--- src/rtl/dot_accum_int16.sv ---
// Streaming dot-product accumulator: sums signed product terms until in_last,
// then holds the wrapped sum and saturating term count until the consumer takes it.
module dot_accum_int16 #(
    parameter int WIDTH     = 16,
    parameter int ACC_WIDTH = 32,
    parameter int CNT_WIDTH = 8
) (
    input  logic                 clk,
    input  logic                 rst,
    input  logic                 in_valid,
    output logic                 in_ready,
    input  logic [WIDTH-1:0]     in_data,
    input  logic                 in_last,
    output logic                 out_valid,
    input  logic                 out_ready,
    output logic [ACC_WIDTH-1:0] out_data,
    output logic [CNT_WIDTH-1:0] out_count
);

    typedef enum logic {ACCUM = 1'b0, OUT = 1'b1} state_t;

    state_t                       state, state_nxt;
    logic signed [ACC_WIDTH-1:0]  acc;
    logic signed [ACC_WIDTH-1:0]  acc_sum;
    logic signed [WIDTH-1:0]      term_s;
    logic        [CNT_WIDTH-1:0]  cnt;
    logic        [CNT_WIDTH-1:0]  cnt_inc;
    logic                         accept;

    function automatic logic [CNT_WIDTH-1:0] sat_inc(input logic [CNT_WIDTH-1:0] c);
        if (&c) return c;
        return c + CNT_WIDTH'(1);
    endfunction

    // Signed size cast sign-extends the term; the add wraps modulo 2^ACC_WIDTH.
    always_comb begin
        term_s  = in_data;
        acc_sum = acc + ACC_WIDTH'(term_s);
        cnt_inc = sat_inc(cnt);
    end

    always_comb begin
        state_nxt = state;
        in_ready  = (state == ACCUM);
        out_valid = (state == OUT);
        accept    = 1'b0;
        case (state)
            ACCUM: begin
                accept = in_valid;
                if (in_valid && in_last) state_nxt = OUT;
            end
            OUT: begin
                if (out_ready) state_nxt = ACCUM;
            end
            default: state_nxt = ACCUM;
        endcase
    end

    always_ff @(posedge clk) begin
        if (rst) state <= ACCUM;
        else     state <= state_nxt;
    end

    always_ff @(posedge clk) begin
        if (rst) begin
            acc       <= '0;
            cnt       <= '0;
            out_data  <= '0;
            out_count <= '0;
        end else if (accept) begin
            acc <= acc_sum;
            cnt <= cnt_inc;
            if (in_last) begin
                out_data  <= acc_sum;
                out_count <= cnt_inc;
            end
        end else if (state == OUT && out_ready) begin
            acc <= '0;
            cnt <= '0;
        end
    end

endmodule

--- config.mk ---
export PLATFORM = sky130hd
export DESIGN_NAME = dot_accum_int16
export DESIGN_NICKNAME = d
export VERILOG_FILES = /design/src/rtl/dot_accum_int16.sv
export SDC_FILE = /design/constraint.sdc
export NUM_CORES = 1
export LEC_CHECK = 0
export ABC_AREA = 1
export BUFFER_PORTS_ARGS = -buffer_cell sky130_fd_sc_hd__buf_2
export CAP_MARGIN = 20
export CORE_ASPECT_RATIO = 1.5
export CORE_MARGIN = 4
export CORE_UTILIZATION = 25
export DETAILED_ROUTE_END_ITERATION = 16
export GPL_ROUTABILITY_DRIVEN = 0
export HOLD_SLACK_MARGIN = 0.12
export PLACE_DENSITY = 0.44
export SYNTH_ARGS = -nofsm -noshare
export SYNTH_HDL_FRONTEND = slang
export SYNTH_SLANG_ARGS = --single-unit
--- constraint.sdc ---
create_clock -name clk -period 2.22 [get_ports clk]
set_input_delay 0.222 -clock clk [delete_from_list [all_inputs] [get_ports clk]]
set_output_delay 0.222 -clock clk [all_outputs]
set_load 0.05 [all_outputs]
==> flow_summary.json <==
{
  "rows": 66,
  "hold_viol": 0,
  "drt-total-wl_um": 16700,
  "period_needed_ns": 2.05,
  "cp_common_cell": "nand2_1",
  "criticalPathCategory": "reg2reg",
  "coreArea_um2": 21600,
  "slew_headroom_pct": 68.6,
  "cp_top_family": "simple AND/OR/NAND/NOR gates",
  "finalPower_mw": 5.03,
  "synth_common_cells": "nand2_1 (334), inv_1 (158), nor2_1 (118), dfxtp_1 (81), a21oi_1 (61)",
  "ctsRootBufferMaster": "clkbuf_16",
  "rsz0062_at_grt": "false",
  "ys_ff_latch": 81,
  "diodes": 0,
  "grt_max_degree": 36,
  "clock_sinks": 81,
  "htree_levels": 3,
  "p_leak_nw": 3.81,
  "ys_top_cells_by_area": "dfxtp_1 (30%), nand2_1 (23%), inv_1 (11%), nor2_1 (8.1%), ha_1 (7.3%)",
  "dp.final_hpwl_um": 13100,
  "numCtsBuffers": 9,
  "cp.arrival_ns": 2.31,
  "ys_warn_count": 0,
  "clk_pin_slew_ns": 0.07,
  "r2r_cells": 14,
  "cts_tree": "done",
  "fin_nets": 1055,
  "tns_ns": 0,
  "outcome": "completed",
  "endpoint": "out_data[24]$_SDFFE_PP0P_",
  "area_growth_pct": 20.4,
  "drt_iter0_markers": 215,
  "ir_worst_vdd_v": 0.000365,
  "r2r_end": "out_data[24]$_SDFFE_PP0P_",
  "synth_flop_cell": "dfxtp_1",
  "firstDrtPassIters": 4,
  "start_util_pct": 25.3,
  "critPathLaunch": "acc[0]$_SDFFE_PP0P_",
  "r2r_start": "acc[0]$_SDFFE_PP0P_",
  "cts_max_path_buffers": 2,
  "grt_pass1_vias": 5198,
  "synth_edf_count": 0,
  "max_freq_mhz": 487,
  "cap_violations": 0,
  "layout-drive-gt1-share_pct": 11.7,
  "crit_fanout": 3,
  "fin_crit_sh_pct": 92.5,
  "place_ws_ns": -0.0314,
  "yosysTopAreaCell": "dfxtp_1",
  "synth_most_common_cell": "nand2_1",
  "ant_nets": 0,
  "wl_per_cell_um": 13.1,
  "vias": 5416,
  "postSynth.asyncResetShare_pct": 0,
  "slowest_delay_ns": 0.41,
  "die_h_um": 189,
  "rrSetupSlack_ns": 0.17,
  "worst_pin_slew_ns": 0.472,
  "syn_area_um2": 5470,
  "synth_cells": 927,
  "io-pin-count": 63,
  "antenna_found_initial": 0,
  "post_drt_via_cell_ratio": 4.24,
  "drc_errors": 0,
  "synth_seq_area_share_pct": 29.6,
  "layout_setup_ws_ns": 0.166,
  "power.density_nw_per_um2": 764,
  "die_x_um": 129,
  "syn_avg_cell_area_um2": 5.90,
  "fin_skew_ns": 0.0131,
  "synth_nets": 981,
  "grt_usage_pct": 14.0,
  "hp-class": "in2reg",
  "grt_first_pass_wirelength_um": 26500,
  "insertion_delay_ns": 0.36,
  "overflow": 0,
  "io_buffers": 62,
  "cp.required_ns": 2.47,
  "synthDistinctLibCells": 29,
  "crit_buf_inv": 1,
  "crit_path_end_kind": "flop",
  "startpoint_type": "flop",
  "cp.depth": 14,
  "crit_slowest_cell": "fa_1",
  "setup_violations": 0,
  "die_area_um2": 24400,
  "cp_cell_sequence": "ha_1 -> fa_1 -> nand3_1 -> nand3_2 -> nand2_1 -> nand2_1 -> nand2_1 -> nand2_1 -> nand2_1 -> nand3_1 -> nand2_1 -> nand2_1 -> nand2_1 -> inv_1",
  "post-synth-top-area-fraction_pct": 29.6,
  "slew_viol_final": 0,
  "cts_hold_buf": 0
}
## layer usage
layer / up-vias / routed length (um) / GRT usage, %
li1: 2950 / - / -
met1: 2391 / 6880 / 15.2
met2: 62 / 9100 / 27.0
met3: 13 / 453 / 2.26
met4: 0 / 240 / 4.45
met5: - / 0 / 0
## registers in the layout, indices dropped and copies added (netlist names)
| signal | flops |
|---|---|
| out_data | 32 |
| out_valid | 1 |
| acc | 32 |
| cnt | 8 |
| out_count | 8 |
## placed cells by master (no fill, tap or decap)
cell	netlist	routed
nand3b_2	1	1
xnor2_1	2	2
nand3_2	2	3
clkinvlp_4	0	1
a21oi_4	0	1
inv_1	158	158
o31ai_1	1	1
o211ai_1	1	1
nor2_2	2	2
clkinv_4	0	1
a21o_1	3	3
ha_1	32	32
buf_2	10	62
nor2_1	118	118
buf_4	0	22
nand3_1	36	35
dfxtp_1	81	81
buf_12	0	2
fa_1	1	1
inv_6	0	1
o21ai_1	3	3
inv_2	3	3
nor3_1	4	4
o21ai_0	28	28
clkbuf_16	0	9
nand3b_1	3	3
o21bai_1	2	2
nand2_2	6	6
xor2_1	18	18
or2_1	1	1
nor3b_4	1	1
a21oi_1	61	60
and2_1	2	2
nand2_1	334	334
bufinv_16	0	3
## where the power goes
group | switching [mW] | total (mW) | leakage (nW) | internal [mW]
Clock | 0.657 | 1.76 | 0.162 | 1.10
Combinational | 1.10 | 1.62 | 2.98 | 0.519
Sequential | 0.0753 | 1.66 | 0.666 | 1.59
Total | 1.83 | 5.03 | 3.81 | 3.21
## repair_timing
item,4_1_cts,5_1_grt
setup buffers,0,0
resized for setup,0,1
endpoints found under the setup margin,0,3
## how the worst min path moves through the flow
stage	startpoint	cells after the start	slack [ns]	endpoint
finish	rst	4	0.20	out_data[3]$_SDFFE_PP0P_
global route	out_ready	4	0.20	out_valid$_SDFF_PP0_
CTS	out_ready	4	0.18	out_valid$_SDFF_PP0_
detailed placement	acc[12]$_SDFFE_PP0P_	2	0.46	acc[12]$_SDFFE_PP0P_
global placement	acc[0]$_SDFFE_PP0P_	2	0.46	acc[0]$_SDFFE_PP0P_
floorplan	out_ready	3	0.42	out_valid$_SDFF_PP0_
## worst min-delay path, cell delays in order
cell and delay, ns:
buf_2 0.14, nor2_1 0.06, o21ai_0 0.06, inv_1 0.04
## final cells by class
cell class	count	area [um^2]
Timing Repair Buffer	86	515
Fill cell	2454	15100
Clock inverter	6	115
Clock buffer	9	225
Sequential cell	81	1620
Tap cell	272	340
Multi-Input combinational cell	662	3160
Inverter	161	604
## cell families (layout without fill, tap and decap cells)
| group | after synthesis | after routing | synth area share (%) |
|---|---|---|---|
| fa+ha+maj | 33 | 33 | 7.68 |
| compound gates | 99 | 99 | 9.38 |
| flops | 81 | 81 | 29.6 |
| simple gates | 510 | 510 | 37.3 |
| buf+inv | 184 | 262 | 12.9 |
| xor+xnor | 20 | 20 | 3.20 |
## per-stage QoR
| stage | hold slack, ns | util (%) | instance area, um^2 | std cells |
|---|---|---|---|---|
| floorplan | 0.419 | - | 5470 | 927 |
| global placement | 0.455 | 28.8 | 6240 | 1262 |
| detailed placement | 0.461 | 28.8 | 6240 | 1262 |
| CTS | 0.181 | 30.4 | 6580 | 1277 |
| global route | 0.200 | 30.4 | 6590 | 1277 |
| finish | 0.202 | 30.4 | 6590 | 1277 |
(Power assumes the default switching activity.)
